## src/rtl/l1_block_cache_mp.sv

```systemverilog
// -----------------------------------------------------------------------------
// l1_block_cache_mp
//
// Multi-port, direct-mapped L1 cache of world block types, keyed by block
// position. Each lookup port holds one outstanding request. A pending port
// looks the cache up every cycle until it hits. Misses are funnelled
// round-robin into a single backing-store fetch, one at a time. World edits
// update resident lines in place. Saturating counters track hits and issued
// fetches.
//
// Ports
//   clk_in, rst_in            clock, synchronous active-high reset
//   req_valid/req_pos         per-port lookup request (port p at [p*POS_W +: POS_W])
//   req_ready                 port is idle and can take a request
//   resp_valid/resp_type      1-cycle response pulse with the block type
//   mem_req_valid/_ready/_pos backing-store fetch request channel
//   mem_resp_valid/_type      fetched block type (1-cycle pulse)
//   upd_valid/_pos/_type      world edit: overwrite a resident block
//   hit_count, miss_count     saturating statistics
// -----------------------------------------------------------------------------
module l1_block_cache_mp #(
   parameter int NUM_PORTS = 4,
   parameter int POS_W     = 16,
   parameter int TYPE_W    = 4,
   parameter int IDX_W     = 6,
   parameter int CNT_W     = 16
) (
   input  logic                        clk_in,
   input  logic                        rst_in,
   input  logic [NUM_PORTS-1:0]        req_valid,
   input  logic [NUM_PORTS*POS_W-1:0]  req_pos,
   output logic [NUM_PORTS-1:0]        req_ready,
   output logic [NUM_PORTS-1:0]        resp_valid,
   output logic [NUM_PORTS*TYPE_W-1:0] resp_type,
   output logic                        mem_req_valid,
   input  logic                        mem_req_ready,
   output logic [POS_W-1:0]            mem_req_pos,
   input  logic                        mem_resp_valid,
   input  logic [TYPE_W-1:0]           mem_resp_type,
   input  logic                        upd_valid,
   input  logic [POS_W-1:0]            upd_pos,
   input  logic [TYPE_W-1:0]           upd_type,
   output logic [CNT_W-1:0]            hit_count,
   output logic [CNT_W-1:0]            miss_count
);

   localparam int SETS  = 1 << IDX_W;
   localparam int TAG_W = POS_W - IDX_W;
   localparam int PID_W = (NUM_PORTS > 1) ? $clog2(NUM_PORTS) : 1;
   localparam int HN_W  = $clog2(NUM_PORTS + 1);

   typedef enum logic [1:0] {
      S_IDLE,
      S_REQ,
      S_WAIT,
      S_FILL
   } miss_state_e;

   // ---------------------------------------------------------------------
   // Line storage (read combinationally by every port in parallel)
   // ---------------------------------------------------------------------
   logic [SETS-1:0]   valid_q;
   logic [TAG_W-1:0]  tag_q  [SETS];
   logic [TYPE_W-1:0] data_q [SETS];

   // Per-port request state
   logic [NUM_PORTS-1:0]        pend_q;
   logic [POS_W-1:0]            pos_q [NUM_PORTS];
   logic [NUM_PORTS-1:0]        resp_valid_q;
   logic [NUM_PORTS*TYPE_W-1:0] resp_type_q;

   // Miss engine state
   miss_state_e       state_q;
   logic [POS_W-1:0]  fetch_pos_q;
   logic              mem_req_valid_q;
   logic [PID_W-1:0]  last_q;
   logic              upd_pend_q;
   logic [TYPE_W-1:0] upd_hold_q;
   logic [CNT_W-1:0]  miss_cnt_q;
   logic [CNT_W-1:0]  hit_cnt_q;
   logic [CNT_W-1:0]  hit_cnt_d;

   // Lookup results
   logic [NUM_PORTS-1:0] hit_vec;
   logic [IDX_W-1:0]     lk_idx  [NUM_PORTS];
   logic [TYPE_W-1:0]    lk_data [NUM_PORTS];

   // Arbitration
   logic [NUM_PORTS-1:0] cand;
   logic                 grant_found;
   logic [PID_W-1:0]     grant_idx;

   // Fill / update write controls
   logic              fill_we;
   logic [IDX_W-1:0]  fill_idx;
   logic [TAG_W-1:0]  fill_tag;
   logic [TYPE_W-1:0] fill_data;
   logic [IDX_W-1:0]  upd_idx;
   logic [TAG_W-1:0]  upd_tag;
   logic [SETS-1:0]   fill_set;
   logic [SETS-1:0]   upd_set;

   // Hit accumulation
   logic [HN_W-1:0]  hit_num;
   logic [CNT_W:0]   hit_sum;

   // ---------------------------------------------------------------------
   // Per-port lookup
   // ---------------------------------------------------------------------
   for (genvar gi = 0; gi < NUM_PORTS; gi++) begin : g_lookup
      assign lk_idx[gi]  = pos_q[gi][IDX_W-1:0];
      assign lk_data[gi] = data_q[lk_idx[gi]];
      assign hit_vec[gi] = pend_q[gi] & valid_q[lk_idx[gi]] &
                           (tag_q[lk_idx[gi]] == pos_q[gi][POS_W-1:IDX_W]);
   end

   // Pending ports that missed this cycle compete for the fetch channel.
   assign cand = pend_q & ~hit_vec;

   // Round-robin: search starts at the port after the last one granted.
   always_comb begin
      grant_found = 1'b0;
      grant_idx   = '0;
      for (int k = 1; k <= NUM_PORTS; k++) begin
         if (!grant_found && cand[(int'(last_q) + k) % NUM_PORTS]) begin
            grant_found = 1'b1;
            grant_idx   = PID_W'((int'(last_q) + k) % NUM_PORTS);
         end
      end
   end

   // ---------------------------------------------------------------------
   // Fill and update write enables
   // ---------------------------------------------------------------------
   assign fill_we  = (state_q == S_WAIT) & mem_resp_valid;
   assign fill_idx = fetch_pos_q[IDX_W-1:0];
   assign fill_tag = fetch_pos_q[POS_W-1:IDX_W];
   // An edit to the in-flight position during WAIT supersedes the fetched data.
   assign fill_data = upd_pend_q ? upd_hold_q : mem_resp_type;
   assign upd_idx  = upd_pos[IDX_W-1:0];
   assign upd_tag  = upd_pos[POS_W-1:IDX_W];

   for (genvar gi = 0; gi < SETS; gi++) begin : g_set
      logic             post_valid;
      logic [TAG_W-1:0] post_tag;
      assign fill_set[gi] = fill_we && (fill_idx == IDX_W'(gi));
      // The update is judged against the line as it looks after a same-cycle fill.
      assign post_valid   = fill_set[gi] | valid_q[gi];
      assign post_tag     = fill_set[gi] ? fill_tag : tag_q[gi];
      assign upd_set[gi]  = upd_valid && (upd_idx == IDX_W'(gi)) &&
                            post_valid && (post_tag == upd_tag);
   end

   always_ff @(posedge clk_in) begin
      if (rst_in) begin
         valid_q <= '0;
      end else begin
         valid_q <= valid_q | fill_set;
      end
   end

   always_ff @(posedge clk_in) begin
      for (int s = 0; s < SETS; s++) begin
         if (fill_set[s]) begin
            tag_q[s] <= fill_tag;
         end
         if (upd_set[s]) begin
            data_q[s] <= upd_type;
         end else if (fill_set[s]) begin
            data_q[s] <= fill_data;
         end
      end
   end

   // ---------------------------------------------------------------------
   // Port state: IDLE (pend=0) / PEND (pend=1)
   // ---------------------------------------------------------------------
   always_ff @(posedge clk_in) begin
      if (rst_in) begin
         pend_q       <= '0;
         resp_valid_q <= '0;
         resp_type_q  <= '0;
      end else begin
         for (int p = 0; p < NUM_PORTS; p++) begin
            resp_valid_q[p] <= hit_vec[p];
            if (hit_vec[p]) begin
               resp_type_q[p*TYPE_W +: TYPE_W] <= lk_data[p];
               pend_q[p]                       <= 1'b0;
            end else if (!pend_q[p] && req_valid[p]) begin
               pend_q[p] <= 1'b1;
               pos_q[p]  <= req_pos[p*POS_W +: POS_W];
            end
         end
      end
   end

   // ---------------------------------------------------------------------
   // Miss engine: IDLE -> REQ -> WAIT -> FILL -> IDLE
   // ---------------------------------------------------------------------
   always_ff @(posedge clk_in) begin
      if (rst_in) begin
         state_q         <= S_IDLE;
         mem_req_valid_q <= 1'b0;
         fetch_pos_q     <= '0;
         last_q          <= PID_W'(NUM_PORTS - 1);
         upd_pend_q      <= 1'b0;
         upd_hold_q      <= '0;
         miss_cnt_q      <= '0;
      end else begin
         case (state_q)
            S_IDLE: begin
               if (grant_found) begin
                  fetch_pos_q     <= pos_q[grant_idx];
                  last_q          <= grant_idx;
                  mem_req_valid_q <= 1'b1;
                  state_q         <= S_REQ;
               end
            end
            S_REQ: begin
               if (mem_req_ready) begin
                  mem_req_valid_q <= 1'b0;
                  upd_pend_q      <= 1'b0;
                  if (miss_cnt_q != '1) begin
                     miss_cnt_q <= miss_cnt_q + 1'b1;
                  end
                  state_q <= S_WAIT;
               end
            end
            S_WAIT: begin
               if (mem_resp_valid) begin
                  state_q <= S_FILL;
               end else if (upd_valid && (upd_pos == fetch_pos_q)) begin
                  upd_pend_q <= 1'b1;
                  upd_hold_q <= upd_type;
               end
            end
            S_FILL: begin
               upd_pend_q <= 1'b0;
               state_q    <= S_IDLE;
            end
            default: state_q <= S_IDLE;
         endcase
      end
   end

   // ---------------------------------------------------------------------
   // Hit counter: several ports may hit in the same cycle.
   // ---------------------------------------------------------------------
   always_comb begin
      hit_num = '0;
      for (int p = 0; p < NUM_PORTS; p++) begin
         hit_num = hit_num + HN_W'(hit_vec[p]);
      end
      hit_sum   = {1'b0, hit_cnt_q} + (CNT_W+1)'(hit_num);
      hit_cnt_d = hit_sum[CNT_W] ? '1 : hit_sum[CNT_W-1:0];
   end

   always_ff @(posedge clk_in) begin
      if (rst_in) begin
         hit_cnt_q <= '0;
      end else begin
         hit_cnt_q <= hit_cnt_d;
      end
   end

   assign req_ready     = ~pend_q;
   assign resp_valid    = resp_valid_q;
   assign resp_type     = resp_type_q;
   assign mem_req_valid = mem_req_valid_q;
   assign mem_req_pos   = fetch_pos_q;
   assign hit_count     = hit_cnt_q;
   assign miss_count    = miss_cnt_q;

endmodule
```

## config.mk

```make
export PLATFORM = sky130hd
export DESIGN_NAME = l1_block_cache_mp
export DESIGN_NICKNAME = d
export VERILOG_FILES = /design/src/rtl/l1_block_cache_mp.sv
export SDC_FILE = /design/constraint.sdc
export NUM_CORES = 2
export LEC_CHECK = 0
export CELL_PAD_IN_SITES_DETAIL_PLACEMENT = 1
export CELL_PAD_IN_SITES_GLOBAL_PLACEMENT = 1
export CORE_AREA = 2 2 578 580
export DETAILED_ROUTE_END_ITERATION = 8
export DIE_AREA = 0 0 580 582
export PLACE_DENSITY_LB_ADDON = 0.1
export SLEW_MARGIN = 40
export SYNTH_ARGS = -nofsm -noshare
export SYNTH_HDL_FRONTEND = slang
export SYNTH_SLANG_ARGS = --single-unit
```

## constraint.sdc

```tcl
create_clock -name clk_in -period 11.9 [get_ports clk_in]
set_input_delay 1.785 -clock clk_in [delete_from_list [all_inputs] [get_ports clk_in]]
set_output_delay 1.785 -clock clk_in [all_outputs]
set_load 0.05 [all_outputs]
```

# After elaboration in Yosys (flattened, before gate mapping)
# Memories as Yosys holds them, arrays and structs flattened. A register that Yosys moved wholly into a read port is not among the register bits.
# Cells that the tools add are included.
# W data, S select, Z words.
dict set report totals {
  reg_bits 114
  ram_bits 960
  input_bits 97
  out_inout_bits 73
  wordCells 1493
  memories 3
}
# memory words word_bits rd rd_clocked_by_memory_dff write_ports line
set mem_list {}
lappend mem_list {tag_q 64 10 68 0 1 63} ;# logic [TAG_W-1:0] tag_q [SETS];
lappend mem_list {data_q 64 4 4 4 64 64} ;# logic [TYPE_W-1:0] data_q [SETS];
lappend mem_list {pos_q 4 16 5 1 4 68} ;# logic [POS_W-1:0] pos_q [NUM_PORTS];
dict set report op_classes {
  add_sub_neg 9
  magnitude_cmp 8
  n_eq_ne 204
  n_mux 757
  bitwise 146
  n_reduce_logical 353
}
# cell n
set ops {}
lappend ops {{$mux W10} 127}
lappend ops {{$eq A10 B10 Y1} 68}
lappend ops {{$reduce_or A10 Y1} 63}
lappend ops {{$mux W1} 483}
lappend ops {{$eq A6 B6 Y1 const B} 64}
lappend ops {{$mux W6} 63}
lappend ops {{$logic_and A1 B1 Y1} 264}
lappend ops {{$mux W4} 65}
lappend ops {{$eq A6 B5 Y1 const B} 32}
lappend ops {{$or A1 B1 Y1} 128}
lappend ops {{$eq A6 B4 Y1 const B} 16}
lappend ops {{$or A64 B64 Y64} 1}
lappend ops {{$eq A6 B3 Y1 const B} 8}
lappend ops {{$lt A6 B7 Y1 const B} 4}
lappend ops {{$bmux W1 S6} 4}
lappend ops {{$eq A6 B2 Y1 const B} 4}
lappend ops {{$add A16 B3 Y17} 1}
lappend ops {{$add A16 B1 Y16 const B} 1}
lappend ops {{$eq A16 B16 Y1} 1}
lappend ops {{$lt A3 B4 Y1 const B} 4}
lappend ops {{$mux W16} 1}
lappend ops {{$ne A16 B16 Y1 const B} 1}
lappend ops {{$reduce_or A2 Y1} 8}
lappend ops {{$mux W2} 7}
lappend ops {{27 further kinds} 59}

# Depth between registers and ports, before layout
dict set report depth {
  ltp_word 69
  mapped_depth 24
  mapped_depth_nobuf 19
}

# Least setup slack after synthesis
# OpenSTA, ideal clock, no wires.
dict set report synth_path {
  kind {register -> register}
  start {memory pos_q[1][1]}
  end {register hit_cnt_q[10], in the netlist hit_count[10]}
  setup_time_ps 70
  arrival_ps 4926
  required_time_ps 11830
  path_slack_ps 6904
  path_stages_with_launch 20
  n_path_buf 4
  synth_period_minus_slack_ps 4996
  cell_sequence {edfxtp_1 -> buf_4 -> buf_6 -> buf_2 -> mux4_2 -> a22o_1 -> a221oi_1 -> xnor2_1 -> o211ai_1 -> nor4_1 -> o2111ai_1 -> nor3_1 -> inv_1 -> fa_1 -> inv_1 -> fa_1 -> nand3_1 -> or3_1 -> clkbuf_1 -> a21oi_1}
}
# element line
set synth_lines {}
lappend synth_lines {{start: declaration} 68}
lappend synth_lines {{end signal: assignment} 262} ;# hit_cnt_q <= hit_cnt_d;
lappend synth_lines {{end: declaration} 80} ;# logic [CNT_W-1:0] hit_cnt_q;

==> qor.yml <==
outcome:
  outcome: "completed"
detailed_routing:
  drtAntennaViolNets: 0
  wl_mm: 632
  drt_iter0_drc: 11336
  wl_per_cell_um: 51.3
  drc: 0
  vias: 76551
  first_pass_iters: 5
  via_per_inst: 6.21
timing:
  rsz0062_at_grt: "false"
  worst_pin_slew_ns: 1.07
  fmax_mhz: 135
  min_period_over_period: 0.622
  maxSlewHeadroom: 0.284
  setup_viol_count_final: 0
  hold_viol: 0
  tns_ns: 0
  fin_crit_ns: 7.40
  setup_ws_ns: 4.50
  slew_viol_final: 0
  fin_skew_ns: 0.100
worst_setup_path:
  start_kind: "register"
  rr_worst_depth: 17
  regToRegSetupSlack_ns: 4.50
  max_stage_delay_ns: 0.66
  critPathCaptureType: "register"
  crit_fanout: 94
  cp.required_ns: 12.71
  crit_type: "register to register"
  worstReg2RegEnd: "hit_count[1]"
  cpMaxStageDelayCell: "a21oi_1"
  crit_arrival_ns: 8.21
  r2r_start: "pos_q[1][1]"
  crit_path_cell_trace: "buf_4, buf_12, mux4_2, mux2i_1, a22oi_1, a21oi_1, xnor2_1, o2111ai_2, nor3_2, buf_4, inv_1, fa_1, inv_1, fa_1, nand3_1, or3_1, a21oi_1"
final_layout:
  syn2layout_area_growth_pct: 15.7
  layout-drive-gt1-share: 0.300
  fillers: 36546
  nets: 7864
  stdcell_area_um2: 95400
  postLayoutCoreUtil: 0.287
logic_synthesis:
  async_reset_ff_frac: 0
  synth_top_family_by_area: "multiplexers"
  synthCells: 7769
  synth_seq_cells: 1106
  seq_area_frac_synth: 0.308
  synth_ff_type: "dfxtp_1"
  synthXorXnorAreaFrac: 0.0514
  syn_area_um2: 82400
  ys_types: 103
  synth_compound_area_frac: 0.0600
  synth.mux.area_fraction: 0.381
  ys.warnings.count: 0
  avgSynthCellArea_um2: 10.6
  syn_nets: 7875
  yosys.area_share.simple: 0.157
  synthAdderAreaFrac: 0.00164
  synth_edf_count: 320
cts:
  cts_tree: "yes"
  hold_buffers: 0
  clk_pin_slew_ns: 0.08
  post_cts_buffers: 0
  clkSinkCount: 1106
  cts-root-buf: "clkbuf_16"
  cts_resized: 0
  clock_latency_ns: 0.93
  numCtsBuffers: 153
  clockBufferDepth: 4
  h-tree-depth: 4
power_and_ir_drop:
  switchingPower_uw: 4820
  p_seq_frac: 0.367
  intPower_uw: 7710
  p_leak_uw: 0.0334
  total_power_uw: 12500
  max-vdd-ir-drop_mv: 0.109
  swShare: 0.385
  power_frac_clock: 0.385
  p_comb_frac: 0.248
  powerDensity_nw_per_um2: 131
floorplanning:
  core-area_um2: 332000
  io_pins: 170
  die_w_um: 580
  die-area_um2: 338000
  die_y_um: 582
  initial_utilization: 0.248
  rows: 212
min_path:
  hold_end: "resp_type[3]"
  worstHoldPathCells: 2
  worstHoldStart: "resp_type[3]"
  hold_path.class: "register to register"
placement:
  dpl_cell_area_um2: 90200
  dp_slack_ns: 4.58
  io_buffer_count: 169
  hpwlAfterDp_mm: 494
  gp_congestion: 1.08
grt:
  antenna_found_initial: 123
  grt.overflow.total: 0
  grt_use_total: 0.364
  grt_pass1_wl_mm: 803
  grt_max_degree: 95
  grt_pass1_vias: 72512
run:
  max_cap_viol_count: 0
-- Yosys cell counts (21+ instances only) --
cell,n,area (um2)
a211oi_1,52,390
a21oi_1,127,636
a22oi_1,178,1340
a31oi_1,23,144
and2_1,94,588
and3_1,30,188
and4b_1,31,310
buf_1,70,263
buf_2,114,571
buf_4,68,510
buf_6,21,236
clkbuf_1,421,1580
dfxtp_1,786,15700
edfxtp_1,320,9610
inv_1,52,195
mux2_2,634,7140
mux2i_1,441,4410
mux4_2,878,19800
nand2_1,1347,5060
nand2b_1,57,357
nand3_1,136,681
nand4_1,44,275
nand4b_1,49,429
nor2_1,505,1900
nor2b_1,77,482
nor3_1,130,651
nor4_1,45,282
nor4b_1,23,201
nor4bb_1,41,410
o211ai_1,28,210
o21ai_0,60,300
o22ai_1,28,175
or2_2,66,413
or4_1,22,165
xnor2_1,445,3900
xor2_1,39,342
-- through the flow --
stage	hold slack, ns	instances
global placement	0.460	11966
global route	0.489	12264
finish	0.452	12322
CTS	0.456	12262
floorplan	0.458	7769
detailed placement	0.450	11989
-- registers in the layout (all words and copies together), names as in the netlist --
name and flops:
mem_req_pos 16, last_q 2, tag_q 640, mem_req_valid 1, pos_q 64, miss_count 16, resp_valid 4, state_q 2
hit_count 16, valid_q 64, upd_pend_q 1, pend_q 4, data_q 256, upd_hold_q 4, resp_type 16
-- cells by family after synthesis --
family,Yosys count
simple gates,2766
xor+xnor,484
mux,1958
buf+inv,764
compound gates,682
fa+ha+maj,9
flops,1106
-- worst max-delay path by stage --
| stage | from | end | slack (ns) | cells after the start |
|---|---|---|---|---|
| finish | pos_q[1][1] | hit_count[1] | 4.50 | 17 |
| global route | pos_q[1][0] | hit_count[1] | 4.20 | 19 |
| CTS | pos_q[1][0] | hit_count[13] | 4.54 | 19 |
| detailed placement | pos_q[1][0] | hit_count[13] | 4.58 | 19 |
| global placement | pos_q[2][1] | hit_count[13] | 4.26 | 19 |
| floorplan | pos_q[1][1] | hit_count[10] | 6.90 | 19 |
-- worst max-delay path, delay by kind of cell, from the launching register on --
kind                       cells  cell delay, ns
AOI/OAI and AO/OA              4            1.52
xor gates and xnor gates       1            0.21
adders and majority gates      2            0.77
buffers and inverters          5            1.63
DFF                            1            0.46
muxes                          2            1.13
and+or+nand+nor                3            1.18
-- per-layer routing --
| layer | up-vias | GRT usage | share of wire |
|---|---|---|---|
| met5 | - | 0 | 0.00054 |
| met4 | 54 | 0.206 | 0.064 |
| met3 | 1025 | 0.112 | 0.10 |
| met2 | 4935 | 0.527 | 0.42 |
| met1 | 41375 | 0.478 | 0.41 |
| li1 | 29162 | - | - |
-- final cells by class --
| cell class | count | area, um2 | share of cell area |
|---|---|---|---|
| sequential | 1106 | 25400 | 0.266 |
| clock inverter | 48 | 599 | 0.00628 |
| inverter | 68 | 279 | 0.00293 |
| multi-input combinational | 5899 | 54300 | 0.569 |
| tap | 4387 | 5490 | 0.0575 |
| timing repair buffer | 530 | 4840 | 0.0507 |
| clock buffer | 225 | 4370 | 0.0458 |
| antenna | 59 | 148 | 0.00155 |
-- power by group through the flow --
| stage | Sequential, uW | Combinational [uW] | Clock (uW) |
|---|---|---|---|
| finish | 4600 | 3110 | 4820 |
| global route | 4570 | 3110 | 5030 |
| CTS | 4560 | 3000 | 4880 |
| detailed placement | 4640 | 2990 | 0 |
| global placement | 4630 | 2950 | 0 |
| floorplan | 4320 | 1470 | 0 |
-- layout by cell type, fill, tap and decap left out, types with 66 or more instances in the layout --
cell / instances
clkdlybuf4s50_1: 154
dfxtp_1: 774
nand3_1: 136
or2_2: 66
a21oi_1: 122
and2_1: 97
mux2_2: 634
xnor2_1: 445
nor3_1: 116
edfxtp_1: 320
nor2_1: 455
nand2_1: 1341
mux4_2: 878
clkbuf_16: 154
nor2b_1: 67
buf_4: 315
a22oi_1: 178
mux2i_1: 434
(Power assumes the default switching activity.)
